===== src/rtl/spu_fetch_buffer.sv =====
// Dual-issue instruction fetch front end: fetches aligned 64-bit pairs, queues them with PC/mask,
// and hands them to decode under valid/ready. Optional perf counters under FETCH_PERF_CNT_EN.
module spu_fetch_buffer #(
    parameter int                DEPTH    = 4,
    parameter int                ADDR_W   = 18,
    parameter logic [ADDR_W-1:0] PC_RESET = {ADDR_W{1'b0}}
) (
    input  logic              clk,
    input  logic              reset,
    output logic              imem_req,
    output logic [ADDR_W-1:0] imem_addr,
    input  logic [63:0]       imem_rdata,
    input  logic              redirect_valid,
    input  logic [ADDR_W-1:0] redirect_pc,
    output logic              out_valid,
    input  logic              out_ready,
    output logic [31:0]       out_instr1,
    output logic [31:0]       out_instr2,
    output logic [1:0]        out_mask,
    output logic [ADDR_W-1:0] out_pc
`ifdef FETCH_PERF_CNT_EN
    ,
    output logic [31:0]       perf_stall_cnt,
    output logic [31:0]       perf_redirect_cnt
`endif
);

    localparam int PTR_W = $clog2(DEPTH);
    localparam int CNT_W = PTR_W + 1;
    localparam logic [CNT_W:0] DEPTH_OCC = (CNT_W + 1)'(DEPTH);

    logic [ADDR_W-1:0] fetch_pc_r;
    logic              odd_start_r;
    logic              inflight_r;
    logic [ADDR_W-1:0] inflight_pc_r;
    logic [1:0]        inflight_mask_r;
    logic [PTR_W-1:0]  head_r;
    logic [PTR_W-1:0]  tail_r;
    logic [CNT_W-1:0]  count_r;

    logic [63:0]       instr_mem_r [DEPTH];
    logic [ADDR_W-1:0] pc_mem_r    [DEPTH];
    logic [1:0]        mask_mem_r  [DEPTH];

    logic [CNT_W:0]    occupancy_s;
    logic              req_s;
    logic              push_s;
    logic              pop_s;
    logic              not_empty_s;
    logic              unused_redirect_bits_s;

    // Credit check counts queued plus in-flight pairs; a same-cycle pop frees nothing.
    always_comb begin
        occupancy_s = {1'b0, count_r} + {{CNT_W{1'b0}}, inflight_r};
        not_empty_s = (count_r != CNT_W'(0));
        req_s       = !reset && !redirect_valid && (occupancy_s < DEPTH_OCC);
        push_s      = inflight_r && !redirect_valid && !reset;
        pop_s       = not_empty_s && out_ready && !redirect_valid && !reset;
        imem_req    = req_s;
        imem_addr   = fetch_pc_r;
        unused_redirect_bits_s = ^redirect_pc[1:0];
    end

    // Head entry presentation; outputs read as zero while the buffer is empty.
    always_comb begin
        out_valid  = 1'b0;
        out_instr1 = 32'h0000_0000;
        out_instr2 = 32'h0000_0000;
        out_mask   = 2'b00;
        out_pc     = {ADDR_W{1'b0}};
        if (not_empty_s) begin
            out_valid  = 1'b1;
            out_instr1 = instr_mem_r[head_r][63:32];
            out_instr2 = instr_mem_r[head_r][31:0];
            out_mask   = mask_mem_r[head_r];
            out_pc     = pc_mem_r[head_r];
        end else begin
            out_valid  = 1'b0;
        end
    end

    // Fetch PC, in-flight tracking and queue pointers; redirect flushes everything.
    always_ff @(posedge clk) begin
        if (reset) begin
            fetch_pc_r      <= PC_RESET;
            odd_start_r     <= 1'b0;
            inflight_r      <= 1'b0;
            inflight_pc_r   <= {ADDR_W{1'b0}};
            inflight_mask_r <= 2'b00;
            head_r          <= PTR_W'(0);
            tail_r          <= PTR_W'(0);
            count_r         <= CNT_W'(0);
        end else if (redirect_valid) begin
            fetch_pc_r  <= {redirect_pc[ADDR_W-1:3], 3'b000};
            odd_start_r <= redirect_pc[2];
            inflight_r  <= 1'b0;
            head_r      <= PTR_W'(0);
            tail_r      <= PTR_W'(0);
            count_r     <= CNT_W'(0);
        end else begin
            inflight_r <= req_s;
            if (req_s) begin
                fetch_pc_r      <= fetch_pc_r + ADDR_W'(8);
                odd_start_r     <= 1'b0;
                inflight_pc_r   <= fetch_pc_r;
                inflight_mask_r <= odd_start_r ? 2'b01 : 2'b11;
            end
            if (push_s) begin
                tail_r <= tail_r + PTR_W'(1);
            end
            if (pop_s) begin
                head_r <= head_r + PTR_W'(1);
            end
            case ({push_s, pop_s})
                2'b10:   count_r <= count_r + CNT_W'(1);
                2'b01:   count_r <= count_r - CNT_W'(1);
                default: count_r <= count_r;
            endcase
        end
    end

    // Entry storage; contents are qualified by count so no reset is needed.
    always_ff @(posedge clk) begin
        if (push_s) begin
            instr_mem_r[tail_r] <= imem_rdata;
            pc_mem_r[tail_r]    <= inflight_pc_r;
            mask_mem_r[tail_r]  <= inflight_mask_r;
        end
    end

`ifdef FETCH_PERF_CNT_EN
    // Saturating stall and redirect event counters.
    always_ff @(posedge clk) begin
        if (reset) begin
            perf_stall_cnt    <= 32'h0000_0000;
            perf_redirect_cnt <= 32'h0000_0000;
        end else begin
            if (not_empty_s && !out_ready && (perf_stall_cnt != 32'hFFFF_FFFF)) begin
                perf_stall_cnt <= perf_stall_cnt + 32'd1;
            end
            if (redirect_valid && (perf_redirect_cnt != 32'hFFFF_FFFF)) begin
                perf_redirect_cnt <= perf_redirect_cnt + 32'd1;
            end
        end
    end
`endif

endmodule


===== config.mk =====
export PLATFORM = sky130hd
export DESIGN_NAME = spu_fetch_buffer
export DESIGN_NICKNAME = d
export VERILOG_FILES = /design/src/rtl/spu_fetch_buffer.sv
export SDC_FILE = /design/constraint.sdc
export NUM_CORES = 1
export LEC_CHECK = 0
export CAP_MARGIN = 20
export CORE_MARGIN = 4
export CORE_UTILIZATION = 55
export DETAILED_ROUTE_END_ITERATION = 16
export GPL_TIMING_DRIVEN = 0
export PLACE_DENSITY = 0.8
export SYNTH_ARGS = -nofsm -noshare
export SYNTH_HDL_FRONTEND = slang
export SYNTH_SLANG_ARGS = --single-unit

===== constraint.sdc =====
create_clock -name clk -period 5.6 [get_ports clk]
set_clock_uncertainty 0.2 [all_clocks]
set_input_delay 1.4 -clock clk [delete_from_list [all_inputs] [get_ports clk]]
set_output_delay 1.4 -clock clk [all_outputs]
set_load 0.05 [all_outputs]

## After elaboration in Yosys (flattened, before gate mapping)

Memory sizes are Yosys's and may differ from the RTL's. A register that Yosys moved wholly into a read port is not among the register bits.
Index checks and enable logic that the tools add are counted.

| storage, ports and cells | value |
|---|---|
| input port bits | 86 |
| output and inout bits | 104 |
| register bits after elaboration | 47 |
| logic and storage cells | 55 |
| memory bits (writable) | 336 |
| memories | 3 |

| operators by class | value |
|---|---|
| reduce and logical (&&, ||, !) cells | 14 |
| mux-type cells | 19 |
| magnitude comparators | 1 |
| equal/unequal tests | 2 |
| bitwise logic cells | 1 |
| add/sub/neg operators | 6 |

Memories:

| memory | depth | bits a word | rd ports | clocked after Yosys merged registers in | write ports | RTL line | text |
|---|---|---|---|---|---|---|---|
| instr_mem_r | 4 | 64 | 1 | 1 | 1 | 41 | `logic [63:0] instr_mem_r [DEPTH];` |
| pc_mem_r | 4 | 18 | 1 | 1 | 1 | 42 | `logic [ADDR_W-1:0] pc_mem_r [DEPTH];` |
| mask_mem_r | 4 | 2 | 1 | 1 | 1 | 43 | `logic [1:0] mask_mem_r [DEPTH];` |

Operators by type and width:

| operator | number |
|---|---|
| $mux W32 | 2 |
| $mux W18 | 3 |
| $add A18 B4 Y18 const B | 1 |
| $mux W2 | 8 |
| $logic_and A1 B1 Y1 | 7 |
| $pmux W3 S2 | 1 |
| $mux W1 | 5 |
| $add A2 B1 Y2 const B | 2 |
| $add A3 B1 Y4 | 1 |
| $lt A4 B3 Y1 const B | 1 |
| $reduce_bool A2 Y1 | 2 |
| $add A3 B1 Y3 const B | 1 |
| $reduce_bool A3 Y1 | 1 |
| $sub A3 B1 Y3 const B | 1 |
| $eq A2 B1 Y1 const B | 1 |
| $eq A2 B2 Y1 const B | 1 |
| $logic_not A1 Y1 | 2 |
| $reduce_and A2 Y1 | 1 |
| $reduce_or A2 Y1 | 1 |
| $not A1 Y1 | 1 |

## Logic depth before layout (Yosys ltp)

| logic depth | value |
|---|---|
| word-level depth | 6 |
| depth in mapped cells | 9 |
| gate-level depth less buffers | 8 |

## Worst setup path after synthesis

OpenSTA, ideal clock, no wires.

| timing path | value |
|---|---|
| path kind | input port to flip-flop |
| start | input port redirect_valid |
| end | memory instr_mem_r[0][0] (enable) |
| setup time | 0.449 ns |
| data required time | 4.951 ns |
| arrival | 3.800 ns |
| setup slack | 1.151 ns |
| stages | 3 |
| path buffers | 1 |
| path through | buf_6 nor2_1 and3_1 |

| between the ends | value |
|---|---|
| word-level cells in the longest chain between the ends | 5 |

RTL lines:

| what | RTL line | text |
|---|---|---|
| from (decl) | 13 | `input logic redirect_valid,` |
| $logic_not A1 Y1 | 57 | `push_s = inflight_r && !redirect_valid && !reset;` |
| $logic_and A1 B1 Y1 (2 in a row) | 57 |  |
| $mux W1 | 124 | `if (push_s) begin` |
| $mux W1 (not written as such) | 125 | `instr_mem_r[tail_r] <= imem_rdata;` |
| to (decl) | 41 |  |

Every way passes these cells.

## Final worst setup path

| timing path | value |
|---|---|
| start | input port reset |
| end | output port imem_req |

| between the ends | value |
|---|---|
| word-level cells in the longest chain between the ends | 3 |

RTL lines:

| what | RTL line | text |
|---|---|---|
| from (decl) | 9 | `input logic reset,` |
| $logic_not A1 Y1 | 56 | `req_s = !reset && !redirect_valid && (occupancy_s < DEPTH_OCC);` |
| $logic_and A1 B1 Y1 (2 in a row) | 56 |  |
| to (decl) | 10 | `output logic imem_req,` |

Every way passes these cells.

==> flow_summary.json <==
{
  "fillers": 1592,
  "ir_worst_vdd_mv": 0.234,
  "place_inst": 1285,
  "worst_pin_slew_ns": 0.981,
  "final_cell_count_no_fill": 1348,
  "synth_flop_cell": "edfxtp_1",
  "cts_sinks": 367,
  "die_x_um": 169,
  "synth-seq-cells": 367,
  "synth_top_area_share_pct": 68.4,
  "avgSynthCellArea_um2": 18.6,
  "core_mm2": 0.0253,
  "ys_top_cells_by_area": "edfxtp_1, mux4_2, dfxtp_1",
  "ctsResizeCount": 0,
  "track_usage_pct": 19.7,
  "cp.arrival_ns": 3.57,
  "nets": 1086,
  "antenna_found_initial": 1,
  "min_period_ns": 5.17,
  "place_hpwl_um": 17500,
  "ctsRootBufferMaster": "clkbuf_16",
  "power_density_mw_per_mm2": 311,
  "overflow": 0,
  "ys_warn_count": 0,
  "fin_area_mm2": 0.0177,
  "final_core_util_pct": 69.8,
  "grt_first_pass_wirelength_um": 43700,
  "synth_cell_types": 50,
  "power_leakage_nw": 5.74,
  "numPortBuffers": 180,
  "detail_route.wl_per_cell_um": 20.5,
  "diodes": 0,
  "highest_layer": "met5",
  "clk_pin_slew_worst_paths_ns": 0.06,
  "vias": 7516,
  "met1Wirelength_um": 11500,
  "cp.required_ns": 4.00,
  "die_h_um": 169,
  "cts_buffers": 36,
  "hp-class": "register to register",
  "synth_edf_count": 324,
  "fin_ws_ns": 0.426,
  "drive_gt1_share_pct": 15.9,
  "ios": 190,
  "drv_slew": 0,
  "max_freq_mhz": 193,
  "rows": 58,
  "place.gp.congestion": 0.843,
  "grt_pass1_vias": 7831,
  "die-area_mm2": 0.0285,
  "cts_buffer_depth": 3,
  "finalPower_mw": 5.50,
  "async_flop_share_pct": 0,
  "first_pass_iters": 5,
  "area_growth_pct": 24.3,
  "critPathCaptureType": "output pin",
  "status": "finished, final reports clean",
  "cts_tree": "yes",
  "yosys.area.top_type": "edfxtp_1",
  "initial_core_util_pct": 56.2,
  "cts_max_level": 2,
  "max_cap_viol_count": 0,
  "grt_setup_unrepaired": "false",
  "cts_hold_buffers": 0,
  "vias_per_cell": 5.58,
  "drc_errors": 0,
  "setup_violations": 0,
  "route.met2.wl_um": 13900,
  "drt-total-wl_um": 27700,
  "cts_setup_buffers": 0,
  "critPathMaxFanout": 10,
  "max-slew-margin-rel_pct": 34.6,
  "netlist_instances": 766,
  "place_ws_ns": 0.431,
  "clk_latency_ns": 0.51,
  "yosysSeqAreaShare_pct": 74.4,
  "finalHoldViolCount": 0,
  "antenna_left": 0,
  "grt_max_degree": 53,
  "crit_type": "input port to output pin",
  "syn_area_mm2": 0.0142,
  "dpl_cell_area_mm2": 0.0166,
  "first_iter_violations": 757,
  "period_share_pct": 92.4,
  "met3_length_um": 1750,
  "start_kind": "input port"
}
layer usage:
| metal | vias to the layer above | global-route usage [%] |
|---|---|---|
| met2 | 272 | 32.7 |
| met5 | - | 0 |
| met1 | 3734 | 27.4 |
| met3 | 39 | 4.18 |
| li1 | 3469 | - |
| met4 | 2 | 4.76 |
critical path, cell delays in order:
cell and delay, ns:
clkdlybuf4s50_1 0.49, nor3_4 0.22, nand2_2 0.16, clkinv_1 0.20, buf_2 0.24, clkdlybuf4s50_1 0.85
placed cells by master, fill, tap and decap left out, types with 11 or more instances in the layout:
cell,synthesis,layout
nor2_1,14,14
dfxtp_1,43,43
mux4_2,81,81
nand2_1,50,50
buf_2,12,12
clkdlybuf4s50_1,0,180
a21oi_1,28,28
clkbuf_16,0,37
clkbuf_1,24,30
nand3_1,11,11
and2_1,83,83
edfxtp_1,324,324
area by class of cell:
type                       instances  area [um^2]  share of cell area [%]
buffer                            45          218                    1.23
sequential                       367        10600                    59.9
inverter                          12         45.0                   0.255
clock inverter                    20          151                   0.856
timing repair buffer             184         1910                    10.8
tap                              330          413                    2.33
clock buffer                      43          948                    5.36
multi-input combinational        347         3410                    19.3
report_power, final:
| part | switching [mW] | leakage, nW | internal [mW] |
|---|---|---|---|
| Combinational | 0.128 | 1.83 | 0.103 |
| Clock | 0.948 | 0.541 | 1.30 |
| Sequential | 0.0208 | 3.37 | 3.00 |
| Total | 1.10 | 5.74 | 4.40 |
kinds of logic (layout without fill, tap and decap cells):
| logic type | count (synthesis) | count (layout) | share of synthesized area [%] |
|---|---|---|---|
| flops | 367 | 367 | 74.4 |
| simple gates | 193 | 193 | 7.43 |
| mux | 82 | 82 | 12.9 |
| buf+inv | 57 | 304 | 1.85 |
| compound gates | 54 | 54 | 2.38 |
| fa+ha+maj | 7 | 7 | 0.668 |
| xor+xnor | 5 | 5 | 0.308 |
| other cells | 1 | 6 | 0.0264 |
synth_stat cells (2+ instances only):
| cell | number |
|---|---|
| a31oi_1 | 2 |
| buf_4 | 7 |
| xnor2_1 | 2 |
| o221ai_1 | 3 |
| clkbuf_1 | 24 |
| a21oi_1 | 28 |
| ha_1 | 6 |
| edfxtp_1 | 324 |
| o21ai_0 | 6 |
| clkinv_1 | 2 |
| or4_1 | 3 |
| or3_1 | 3 |
| nand4_1 | 6 |
| and2_1 | 83 |
| mux4_2 | 81 |
| nand2_1 | 50 |
| and4_1 | 2 |
| nand2b_1 | 4 |
| nand3_1 | 11 |
| buf_2 | 12 |
| dfxtp_1 | 43 |
| o311a_1 | 2 |
| xor2_1 | 3 |
| a221oi_1 | 2 |
| and3_1 | 10 |
| nor2_1 | 14 |
| inv_1 | 10 |
path summary, 6_finish.rpt:
kind	start	end	slack, ns	cells past startpoint
hold reg to reg	odd_start_r$_SDFFE_PP0P_	inflight_mask_r[1]$_SDFFE_PP0P_	0.24	1
setup / recovery	reset	imem_req	0.43	6
hold / removal	odd_start_r$_SDFFE_PP0P_	inflight_mask_r[1]$_SDFFE_PP0P_	0.24	1
setup reg to reg	count_r[2]$_SDFFE_PP0P_	count_r[2]$_SDFFE_PP0P_	3.24	8
sequential cells by signal (all words and copies together), names as in the netlist, 2 cells and up, named ones only:
name	count
inflight_pc_r	15
count_r	3
head_r	2
tail_r	2
imem_addr	15
pc_mem_r	60
inflight_mask_r	2
instr_mem_r	256
mask_mem_r	8
per-stage QoR:
step / hold WS, ns / TNS, ns
after global routing: 0.264 / 0
final: 0.236 / 0
after floorplan: 0.213 / 0
after CTS: 0.236 / 0
after global placement: 0.224 / -236.94
after detailed placement: 0.228 / 0
Power figures use the tool's default switching activity.
